File: src/rtl/instr_fetch.sv
// KNIPS instruction fetch: PC sequencing, jump/branch redirect through a 16-entry
// target LUT, and opcode/operand split of the instruction returned by the ROM.
module instr_fetch #(
    parameter int PC_W    = 10,
    parameter int INSTR_W = 9
) (
    input  logic               clk,
    input  logic               reset,
    input  logic               start,
    input  logic [PC_W-1:0]    start_addr,
    input  logic               stall,
    input  logic               branch_taken,
    input  logic               lut_we,
    input  logic [3:0]         lut_idx,
    input  logic [PC_W-1:0]    lut_data,
    output logic [PC_W-1:0]    imem_addr,
    input  logic [INSTR_W-1:0] imem_rdata,
    output logic [INSTR_W-1:0] instr,
    output logic [4:0]         opcode,
    output logic [3:0]         operand,
    output logic [PC_W-1:0]    instr_pc,
    output logic               instr_valid,
    output logic               done
);

    localparam logic [4:0] OP_BRANCH = 5'b11000;
    localparam logic [4:0] OP_JUMP   = 5'b11001;
    localparam logic [4:0] OP_HALT   = 5'b11111;

    typedef enum logic [1:0] {
        IDLE = 2'd0,
        RUN  = 2'd1,
        DONE = 2'd2
    } state_t;

    state_t            state_reg;
    state_t            state_next;
    logic [PC_W-1:0]   instr_pc_reg;
    logic [PC_W-1:0]   lut_reg [16];
    logic              redirect;

    assign instr       = imem_rdata;
    assign opcode      = imem_rdata[INSTR_W-1 -: 5];
    assign operand     = imem_rdata[3:0];
    assign instr_pc    = instr_pc_reg;
    assign instr_valid = (state_reg == RUN);
    assign done        = (state_reg == DONE);

    // The LUT must clear on reset, so it is kept in flops rather than block RAM.
    generate
        for (genvar gi = 0; gi < 16; gi++) begin : g_lut
            always_ff @(posedge clk) begin
                if (reset) begin
                    lut_reg[gi] <= '0;
                end else if (lut_we && (lut_idx == 4'(gi))) begin
                    lut_reg[gi] <= lut_data;
                end
            end
        end
    endgenerate

    assign redirect = (opcode == OP_JUMP) || ((opcode == OP_BRANCH) && branch_taken);

    always_comb begin
        state_next = state_reg;
        imem_addr  = instr_pc_reg;
        case (state_reg)
            IDLE, DONE: begin
                if (start) begin
                    imem_addr  = start_addr;
                    state_next = RUN;
                end
            end
            RUN: begin
                // A stalled redirect is simply re-evaluated once stall drops.
                if (stall) begin
                    imem_addr = instr_pc_reg;
                end else if (redirect) begin
                    imem_addr = lut_reg[operand];
                end else begin
                    imem_addr = instr_pc_reg + 1'b1;
                end
                if (!stall && (opcode == OP_HALT)) begin
                    state_next = DONE;
                end
            end
            default: begin
                state_next = IDLE;
            end
        endcase
    end

    always_ff @(posedge clk) begin
        if (reset) begin
            state_reg    <= IDLE;
            instr_pc_reg <= '0;
        end else begin
            state_reg    <= state_next;
            instr_pc_reg <= imem_addr;
        end
    end

endmodule

File: config.mk
export PLATFORM = sky130hd
export DESIGN_NAME = instr_fetch
export DESIGN_NICKNAME = d
export VERILOG_FILES = /design/src/rtl/instr_fetch.sv
export SDC_FILE = /design/constraint.sdc
export NUM_CORES = 1
export LEC_CHECK = 0
export CELL_PAD_IN_SITES_DETAIL_PLACEMENT = 0
export CELL_PAD_IN_SITES_GLOBAL_PLACEMENT = 1
export CORE_UTILIZATION = 51
export CTS_CLUSTER_SIZE = 12
export DETAILED_ROUTE_END_ITERATION = 8
export GPL_TIMING_DRIVEN = 0
export PLACE_DENSITY_LB_ADDON = 0.1
export SLEW_MARGIN = 20
export SYNTH_ARGS = -nofsm -noshare
export SYNTH_HDL_FRONTEND = slang
export SYNTH_SLANG_ARGS = --single-unit
File: constraint.sdc
create_clock -name clk -period 3.5 [get_ports clk]
set_input_delay 0.7 -clock clk [delete_from_list [all_inputs] [get_ports clk]]
set_output_delay 0.7 -clock clk [all_outputs]
set_load 0.005 [all_outputs]
## Yosys cells after proc, flatten, opt, wreduce, memory -nomap -nowiden

Memory sizes are Yosys's and may differ from the RTL's.
Index checks and enable logic that the tools add are counted.

| storage, ports and cells | value |
|---|---|
| bits of input ports | 39 |
| flip-flop bits (word level) | 12 |
| memories | 1 |
| memory bits (writable) | 160 |
| word-level logic and storage cells | 139 |
| output and inout port bits | 40 |

Memory list:

| memory | words | width | read ports | clocked after Yosys merged registers in | write ports | line | text |
|---|---|---|---|---|---|---|---|
| lut_reg | 16 | 10 | 1 | 0 | 16 | 39 | `logic [PC_W-1:0] lut_reg [16];` |

| operators by class | value |
|---|---|
| bitwise gates (word level) | 16 |
| add/sub/neg operators | 1 |
| mux-type cells | 73 |
| reductions and logical operators | 24 |
| equal/unequal tests | 22 |

Operator list:

| operator | count |
|---|---|
| $mux W10 | 19 |
| $mux W1 | 50 |
| $eq A4 B4 Y1 const B | 8 |
| $pmux W10 S2 | 1 |
| $logic_and A1 B1 Y1 | 18 |
| $eq A4 B3 Y1 const B | 4 |
| $or A1 B1 Y1 | 16 |
| $eq A5 B5 Y1 const B | 3 |
| $add A10 B1 Y10 const B | 1 |
| $eq A4 B2 Y1 const B | 2 |
| $eq A4 B1 Y1 const B | 1 |
| $logic_not A4 Y1 | 1 |
| $mux W2 | 2 |
| $pmux W2 S2 | 1 |
| $eq A2 B1 Y1 const B | 1 |
| $eq A2 B2 Y1 const B | 1 |
| $logic_not A2 Y1 | 1 |
| $ne A2 B1 Y1 const B | 1 |
| $ne A2 B2 Y1 const B | 1 |
| $reduce_and A2 Y1 | 1 |
| $reduce_or A2 Y1 | 1 |
| $logic_not A1 Y1 | 1 |
| $logic_or A1 B1 Y1 | 1 |

## Depth between registers and ports, before layout

| depth | value |
|---|---|
| depth in word-level cells | 6 |
| depth in mapped cells | 7 |
| gate-level depth less buffers | 5 |

## Worst setup path after synthesis

OpenSTA, ideal clock, no wires.

| path | value |
|---|---|
| path kind | input port to output port |
| from | input imem_rdata[0] |
| to | output imem_addr[1] |
| cell stages on the path | 5 |
| path buffers | 1 |
| path slack | 0.793 ns |
| data required time | 2.800 ns |
| data arrival time | 2.007 ns |
| cells stage by stage | buf_6 mux4_2 o22a_1 and2_0 a221o_1 |

| on the way | value |
|---|---|
| longest elaborated chain between the ends | 4 |

RTL lines:

| what | line | text |
|---|---|---|
| start, declared | 17 | `input logic [INSTR_W-1:0] imem_rdata,` |
| $mem_v2 Z16 W10 | - |  |
| $mux W10 | 78 | `end else if (redirect) begin` |
| $mux W10 | 76 | `if (stall) begin` |
| $pmux W10 S2 | 67 | `case (state_reg)` |
| end, declared | 16 | `output logic [PC_W-1:0] imem_addr,` |

No other way between the ends.

## Worst setup path after layout

| path | value |
|---|---|
| from | input imem_rdata[2] |
| to | output imem_addr[3] |

Same word-level chain as after synthesis.

==> summary.md <==
| Metric | Value |
|---|---|
| # port buffers | 75 |
| Initial Util | 0.529 |
| Total grt overflow | 0 |
| Area after DPL | 9960 µm² |
| Switch share | 0.246 |
| Clock power frac | 0.365 |
| Final Slew Violations | 0 |
| WL/cell | 24.5 µm |
| Vias in the first global route | 5985 |
| Synth-to-Final Area Change | 20.6% |
| Die H | 134 µm |
| Htree depth | 4 |
| Routed Antenna Nets | 0 |
| Synth cell count leaders | and2_1, edfxtp_1, mux2i_1 |
| Critical Path AT | 2.75 ns |
| Post-synth ARST share | 0 |
| Via count | 6159 |
| Drt pass-1 iters | 5 |
| Antenna violations before repair | 0 |
| Setup TNS | 0 ns |
| Fmax | 290 MHz |
| Hold Path End | state_reg[1] |
| Num ports | approximately 80 |
| # hold bufs at CTS | 0 |
| Fin Hold WS | around 0.67 ns |
| Sequential power share | 0.502 |
| Mapped Area | 8860 µm² |
| Share of the synthesized area in the top cell type | 0.542 |
| Area of the multi-input gates | 3490 µm² |
| Crit end category | output pin |
| Cell Rows | 47 |
| Largest net degree at the start of global routing | 17 |
| Hold Crit Class | reg -> reg |
| RSZ-0062 raised after global routing | no |
| Die Width | 134 µm |
| Status | completed |
| Count leader, synth | and2_1 |
| All-Layer GR Usage | 0.294 |
| Post-synthesis register bit count | about 170 |
| Final setup vio count | 0 |
| TritonCTS clock tree | yes |
| Max_cap viols | 0 |
| Worst R2R Start | lut_reg[13][1] |
| Worst r2r path cells | 4 |
| Hold Crit Start | state_reg[1] |
| Synth area leader | edfxtp_1 |
| Switching power | between 0.001 and 0.0015 W |
| Post-route cell area | 10700 µm² |
| Max Buffers Root-to-Sink | 2 |
| Max reg flops | 160 |
| Cts bufs inserted | 17 |
| Combinational power share | 0.132 |
| Internal Pwr Total | 0.00362 W |
| Sequential share of the synthesized area | 0.569 |
| Critical-path cell list | buf_2, clkbuf_2, mux4_2, o22a_1, o2111ai_2, o211ai_1, clkdlybuf4s50_1 |
| Final Hold Fails | 0 |
| Slowest CP cell | clkdlybuf4s50_1 |
| Post-synth EDFFs | between 150 and 200 |
| Synthesized net count | 727 |
| CTS Sinks | 172 |
| Fill cells | ~1300 |
| CTS clk-pin slew, worst paths | 0.06 ns |
| Crit path max fanout | 10 |
| Fraction of layout cells with a size suffix above 1 | 0.152 |
| Reg-to-Reg End | instr_pc[1] |
| Register area | 5040 µm² |
| Crit path from | imem_rdata[2] |
| Synth warn | 0 |
| Avg Cell Area, Syn | 12.9 µm² |
| Final GP Congestion | 0.924 |
| Fin nets | 837 |
| R2R Setup Slk | 1.67 ns |
| Slew @ Worst Pin | 0.995 ns |
| Main synth FF type | edfxtp_1 |
| Critical path required time | roughly 2.8 ns |
| Clock Tree Root | clkbuf_16 |
| Peak supply drop | 322 µV |
| Via/cell ratio | 5.99 |
| Clock Skews | approximately 0.009 ns |
| Die Area | approximately 18000 µm² |
| Initial DRC Count | 548 |
| Crit path time final | 3.45 ns |
| First-pass GRT wire length | ~37000 µm |
| Startpoint types | primary input |
| Clock Latency Late Sink | 0.43 ns |
| Core Area | around 17000 µm² |
| Dpl hpwl | 17900 µm |
| Yosys cell types | 53 |
| Synth area leaders | edfxtp_1, and2_1, mux4_1 |
| Drt total wl | roughly 25000 µm |
| Residual DRC | 0 |
| Critical Path Max Stage Delay | about 0.47 ns |
| Static leakage | 3.94 nW |
| PwrDens | 450 nW/µm² |
| Rel. slew slack | 0.332 |
| Setup Crit Path Kind | in -> out |
| Post-Syn Instances | 687 |
| Total power | between 0.004 and 0.005 W |
| Fin crit share | 0.985 |
| Ant diodes | 0 |
| Hold Crit Depth | 3 |
==> stage by stage <==
step / std cells / setup slack (ns) / utilization
final: 1029 / 0.0517 / 0.638
after global routing: 1029 / 0.00809 / 0.638
after CTS: 1029 / -0.0285 / 0.636
after detailed placement: 991 / -0.886 / 0.594
after global placement: 982 / -0.853 / 0.590
after floorplan: 687 / 0.793 / -
==> layout by cell type, fill, tap and decap left out, types with 4 or more instances in the layout <==
| master | synthesis | routed |
|---|---|---|
| dlygate4sd2_1 | 0 | 7 |
| inv_1 | 12 | 12 |
| a21oi_1 | 22 | 22 |
| dfxtp_1 | 12 | 12 |
| edfxtp_1 | 160 | 160 |
| nor2b_1 | 6 | 6 |
| dlymetal6s2s_1 | 0 | 5 |
| clkinv_2 | 0 | 4 |
| nand2b_1 | 9 | 9 |
| a31oi_1 | 6 | 6 |
| nand4_1 | 6 | 6 |
| mux2i_1 | 34 | 34 |
| clkbuf_1 | 28 | 23 |
| nand2_1 | 12 | 11 |
| o22a_1 | 8 | 8 |
| nor2_1 | 33 | 32 |
| o21ai_1 | 0 | 14 |
| buf_2 | 4 | 4 |
| clkbuf_2 | 0 | 4 |
| buf_4 | 18 | 34 |
| mux4_2 | 6 | 12 |
| a22oi_1 | 9 | 7 |
| o21ai_0 | 24 | 8 |
| o2111ai_2 | 0 | 6 |
| mux4_1 | 18 | 12 |
| a22o_1 | 8 | 8 |
| o21a_1 | 4 | 4 |
| and2_1 | 164 | 164 |
| mux2_2 | 8 | 8 |
| nand3_1 | 11 | 11 |
| o211ai_1 | 7 | 7 |
| o21bai_1 | 5 | 5 |
| clkdlybuf4s50_1 | 0 | 62 |
| clkbuf_16 | 0 | 17 |
==> how the worst max path moves through the flow <==
| stage | slack [ns] | end |
|---|---|---|
| 2_1_floorplan | 0.79 | imem_addr[1] |
| 3_3_place_gp | -0.85 | imem_addr[9] |
| 3_5_place_dp | -0.89 | imem_addr[9] |
| 4_1_cts | -0.03 | imem_addr[9] |
| 5_1_grt | 0.008 | imem_addr[3] |
| 6_report | 0.05 | imem_addr[3] |
==> power groups by stage <==
stage	clock network, W	logic (W)	registers [W]
final	0.00176	0.000637	0.00242
after global routing	0.00185	0.000674	0.00243
after CTS	0.00175	0.000628	0.00241
after detailed placement	0	0.000604	0.00246
after global placement	0	0.000585	0.00245
after floorplan	0	0.000321	0.00244
==> worst max-delay path, delay by kind of cell <==
family	cells	cell delay, ns
buf+inv	3	1.09
compound gates	3	0.53
mux	1	0.42
==> routing by layer <==
metal  part of all wire  GRT usage
met5                  0          0
met2               0.47      0.465
met3              0.070     0.0556
met4              0.035      0.121
met1               0.42      0.400
==> cell type report <==
type | instances | share of cell area
plain buffers | 56 | 0.0354
inverters | 12 | 0.00421
repair buffers | 91 | 0.0863
flip-flops and latches | 172 | 0.472
clock inverters | 12 | 0.00925
well taps | 220 | 0.0258
multi-input cells | 447 | 0.327
clock buffers | 19 | 0.0405
==> timing repair <==
item                                    CTS  global route
pin swaps                                 4             0
gates resized for setup                  41            13
cloned                                    2             0
endpoints found under the setup margin   10             8
setup buffers                             5             0
==> kinds of logic (layout without fill, tap and decap cells) <==
family | after synthesis | in the layout | share of synthesized area
adder cells (fa/ha/maj) | 1 | 1 | 0.00141
multiplexers | 66 | 66 | 0.117
buffers and inverters | 68 | 190 | 0.0439
flip-flops | 172 | 172 | 0.569
AO/OA/AOI/OAI | 120 | 120 | 0.0956
XOR/XNOR | 3 | 3 | 0.00297
AND/OR/NAND/NOR | 257 | 257 | 0.170
Note: power is estimated with default switching activity, not from simulation.
==> RTL edit 1: new RTL, same settings <==
Change the parameter `INSTR_W` from 9 to 11.
--- a/src/rtl/instr_fetch.sv
+++ b/src/rtl/instr_fetch.sv
@@ -2,7 +2,7 @@
 // target LUT, and opcode/operand split of the instruction returned by the ROM.
 module instr_fetch #(
     parameter int PC_W    = 10,
-    parameter int INSTR_W = 9
+    parameter int INSTR_W = 11
 ) (
     input  logic               clk,
     input  logic               reset,
Ports: changed (resized imem_rdata and instr); port bits go from 79 to 83. No check against the original RTL was run, so the function may have changed too.
==> RTL edit 1 against the unedited design <==
Clock skew is 0.0023 ns lower. Final area increased by 1.1%. Routed wire length is 0.75% lower. Critical endpoint is now imem_addr[8]. Setup slack got worse by 0.027 ns. Non-clock buffer count rose by 8. Core utilization increased by 0.69 points. Total power rose by 3.9%. Synthesized cell count is 0.29% higher. Via count is 0.28% higher. Sequential cell count is the same. Critical path type unchanged. Area after synthesis up 0.17%. Count of clock-buffer cells in the layout shrank 1. Largest power group unchanged. Cell count rose by 0.87%. Maximum frequency shrank 0.77%.
==> RTL edit 1: results <==
{
  "powerComb_mw": 0.638,
  "fill_cells": 1310,
  "clk-insertion-delay-late_ns": 0.44,
  "max_stage_delay_ns": 0.29,
  "port_buffers": 77,
  "whs_path_depth": 3,
  "p_seq_share_pct": 48.3,
  "synthCells": 689,
  "drive_gt1_share_pct": 16.38,
  "place_ws_ns": -0.8620,
  "slowest_stage": "o41ai_2",
  "skew_ns": 0.006519,
  "hold-path-endpoint": "state_reg[1]",
  "max_slew_margin_pct": 33.57,
  "wl_per_cell_um": 24.11,
  "critPathArrivalTime_ns": 2.78,
  "syn_nets": 731,
  "ir_drop_uv": 365.1,
  "htree_levels": 4,
  "grt_pass1_vias": 6156,
  "power_leakage_nw": 3.981,
  "routed_wirelength_um": 25020,
  "nNetsFinal": 847,
  "num_antenna_cells": 0,
  "cp_max_fo": 8,
  "finalCritPeriodShare_pct": 99.29,
  "async_flop_share_pct": 0,
  "crit_end": "imem_addr[8]",
  "grt_pass1_wl_um": 37580,
  "vias": 6176,
  "dpl.cell_count": 995,
  "status": "complete, no violations",
  "synth.distinct_cells": 53,
  "routabilityCongestion": 0.9781,
  "clk_pin_slew_ns": 0.06,
  "r2r_slack_ns": 1.67,
  "timing.hold.ws_ns": 0.6883,
  "synth_edf_count": 160,
  "drtIter0Drc": 633,
  "p_clk_share_pct": 38.9,
  "synth_area_leaders": "edfxtp_1, and2_1, mux4_1",
  "startpoint": "imem_rdata[0]",
  "largest_reg_flops": 160,
  "intPower_mw": 3.781,
  "r2r_start": "lut_reg[13][1]",
  "synth_warnings": 0,
  "grt.total_usage_pct": 29.56,
  "dpl.hpwl_um": 17700,
  "synth_seq_area_share_pct": 56.83
}
==> RTL edit 1: changes by cell type in the layout (fill, tap and decap cells not counted), moves of 2 or more <==
| cell | change |
|---|---|
| buf_12 | +3 |
| buf_4 | +3 |
| bufinv_16 | +2 |
| clkinv_4 | +2 |
| dlygate4sd2_1 | +2 |
| dlymetal6s2s_1 | -2 |
| mux4_1 | -2 |
| mux4_2 | +2 |
==> RTL edit 1: routing by layer <==
metal | global-route usage, % | vias up | routed length (µm)
met1 | 39.84 | 3026 | 10490
met4 | 13.76 | 0 | 910
met5 | 0 | - | 0
met3 | 6.538 | 56 | 2050
li1 | - | 2797 | -
met2 | 45.77 | 297 | 11570
==> RTL edit 1: final cells by class <==
| cell class | count | area share (%) |
|---|---|---|
| Clock buffer | 18 | 3.972 |
| Multi-Input combinational cell | 447 | 32.32 |
| Tap cell | 220 | 2.547 |
| Sequential cell | 172 | 46.69 |
| Clock inverter | 14 | 1.563 |
| Timing Repair Buffer | 97 | 8.812 |
| Buffer | 58 | 3.682 |
| Inverter | 12 | 0.4169 |
==> RTL edit 1: kinds of logic after synthesis <==
logic type,share of synthesized area [%]
xor gates and xnor gates,0.2960
adders and majority gates,0.1409
DFF,56.83
AOI/OAI and AO/OA,9.542
and+or+nand+nor,16.94
buffers and inverters,4.552
muxes,11.70
==> RTL edit 1: stage by stage <==
step	setup TNS (ns)	cell area, µm²
2_1_floorplan	0	8877
3_3_place_gp	-5.567	9923
3_5_place_dp	-5.892	9998
4_1_cts	0	10780
5_1_grt	0	10810
6_report	0	10810
==> RTL edit 1: what timing repair did <==
action,4_1_cts,5_1_grt
gates cloned,1,0
buffers inserted,10,0
resized for setup,49,11
endpoints found under the setup margin,10,6
pin swaps,9,3
==> RTL edit 2: new RTL, same settings <==
Made on the original files. Take the reset off `instr_pc_reg` and load it in a clocked block of its own.
--- a/src/rtl/instr_fetch.sv
+++ b/src/rtl/instr_fetch.sv
@@ -93,11 +93,13 @@
     always_ff @(posedge clk) begin
         if (reset) begin
             state_reg    <= IDLE;
-            instr_pc_reg <= '0;
         end else begin
             state_reg    <= state_next;
-            instr_pc_reg <= imem_addr;
         end
+    end
+
+    always_ff @(posedge clk) begin
+        instr_pc_reg <= imem_addr;
     end
 
 endmodule
Formal check against the unedited RTL: not equivalent (a bounded check fails within 4 cycles, from zero or initial values and one cycle with reset high).
==> RTL edit 2 against the unedited design <==
Final area shrank 3.0%. Setup slack gained 0.0063 ns. Total power grew 6.7%. Count of clock-buffer cells in the layout shrank 2. Sequential cell count is the same. Routed wire length shrank 11%. Area after synthesis shrank 3.1%. Critical path depth is the same.
==> RTL edit 2: results <==
{
  "place_ws_ns": -0.6987,
  "use_met1_pct": 36.71,
  "hold-path-endpoint": "instr_pc[7]",
  "grt_max_degree": 17,
  "r2r_slack_ns": 1.59,
  "startpoint": "branch_taken",
  "vias_per_cell": 5.864,
  "nNetsFinal": 780,
  "cts_buffers": 17,
  "cts-root-buf": "clkbuf_16",
  "clk-insertion-delay-late_ns": 0.44,
  "wl_met1_um": 9386,
  "placed_area_um2": 9649,
  "drtIter0Drc": 570,
  "wl_met3_um": 1494,
  "ir_drop_uv": 434.7,
  "grt_pass1_vias": 5662,
  "grt.met2_usage_pct": 44.53,
  "whs_path_depth": 2,
  "skew_ns": 0.005473,
  "routabilityCongestion": 0.8881,
  "status": "complete, no violations",
  "crit_end": "imem_addr[2]",
  "num_antenna_cells": 0,
  "r2r_cells": 6,
  "use_met3_pct": 4.998,
  "synth_area_leaders": "edfxtp_1, and2_1, mux4_2",
  "power_leakage_nw": 3.745,
  "critPathArrivalTime_ns": 2.74,
  "dpl.hpwl_um": 15680,
  "clk_pin_slew_ns": 0.07,
  "synth.distinct_cells": 55,
  "post-route-min-period_ns": 3.442,
  "port_buffers": 73,
  "syn_nets": 685,
  "instances_no_fill": 973,
  "synth_common_cells": "and2_1, edfxtp_1, nand2_1",
  "largest_reg_flops": 160,
  "synth_seq_area_share_pct": 58.72,
  "cp_max_fo": 8,
  "grt_pass1_wl_um": 34080,
  "route.met2.wl_um": 11120,
  "timing.hold.ws_ns": 0.6771,
  "hold_start": "instr_pc[7]",
  "r2r_start": "instr_pc[0]",
  "synth_warnings": 0,
  "synthCells": 645,
  "reg2reg_to": "instr_pc[6]",
  "tightest_slew_ns": 0.9067,
  "wl_per_cell_um": 23.11,
  "max_stage_delay_ns": 0.55,
  "drive_gt1_share_pct": 16.47,
  "dpl.cell_count": 938,
  "grt.total_usage_pct": 27.24,
  "grt_antenna_before_repair": 0
}
## RTL edit 2: cell count changes in the layout (fill, tap and decap cells not counted), moves of 8 or more
cell      delta
a21oi_1     -12
buf_4       -12
o21bai_2    +16
mux4_2      +12
o22a_1       -8
mux2i_1     -15
nand2_1     +22
o21ai_1     -10
a22o_1       -8
## RTL edit 2: worst register-to-register path, stage by stage (launching register included)
cell	delay (ns)
dfxtp_1	0.45
ha_1	0.22
and3_1	0.23
nand3_1	0.12
a21oi_1	0.17
nor2_1	0.06
or4_1	0.53
## RTL edit 2: power breakdown
group | total, mW | switching [mW] | leakage (nW) | internal [mW]
sequential | 2.46 | 0.0723 | 1.63 | 2.38
clock | 2.04 | 0.833 | 0.304 | 1.21
combinational | 0.633 | 0.320 | 1.81 | 0.313
total | 5.13 | 1.22 | 3.74 | 3.90
## RTL edit 2: area by class of cell
type,instances,area [µm²]
Tap cell,220,275.3
Buffer,54,367.9
Clock inverter,15,211.5
Multi-Input combinational cell,412,3267
Inverter,7,26.28
Fill cell,1264,6155
Sequential cell,172,5046
Timing Repair Buffer,76,750.7
Clock buffer,17,425.4
## RTL edit 2: kinds of logic after synthesis
kind of cell	after synthesis	share of synthesized area, %
multiplexers	58	12.22
buffers and inverters	61	4.296
AND/OR/NAND/NOR	272	18.07
adder cells (fa/ha/maj)	1	0.1456
AO/OA/AOI/OAI	79	6.336
flip-flops	172	58.72
XOR/XNOR	2	0.2039
## RTL edit 2: timing repair
action,4_1_cts,5_1_grt
resized for setup,19,16
pin swaps,3,3
endpoints found under the setup margin,10,10
gates cloned,0,0
setup buffers,2,1
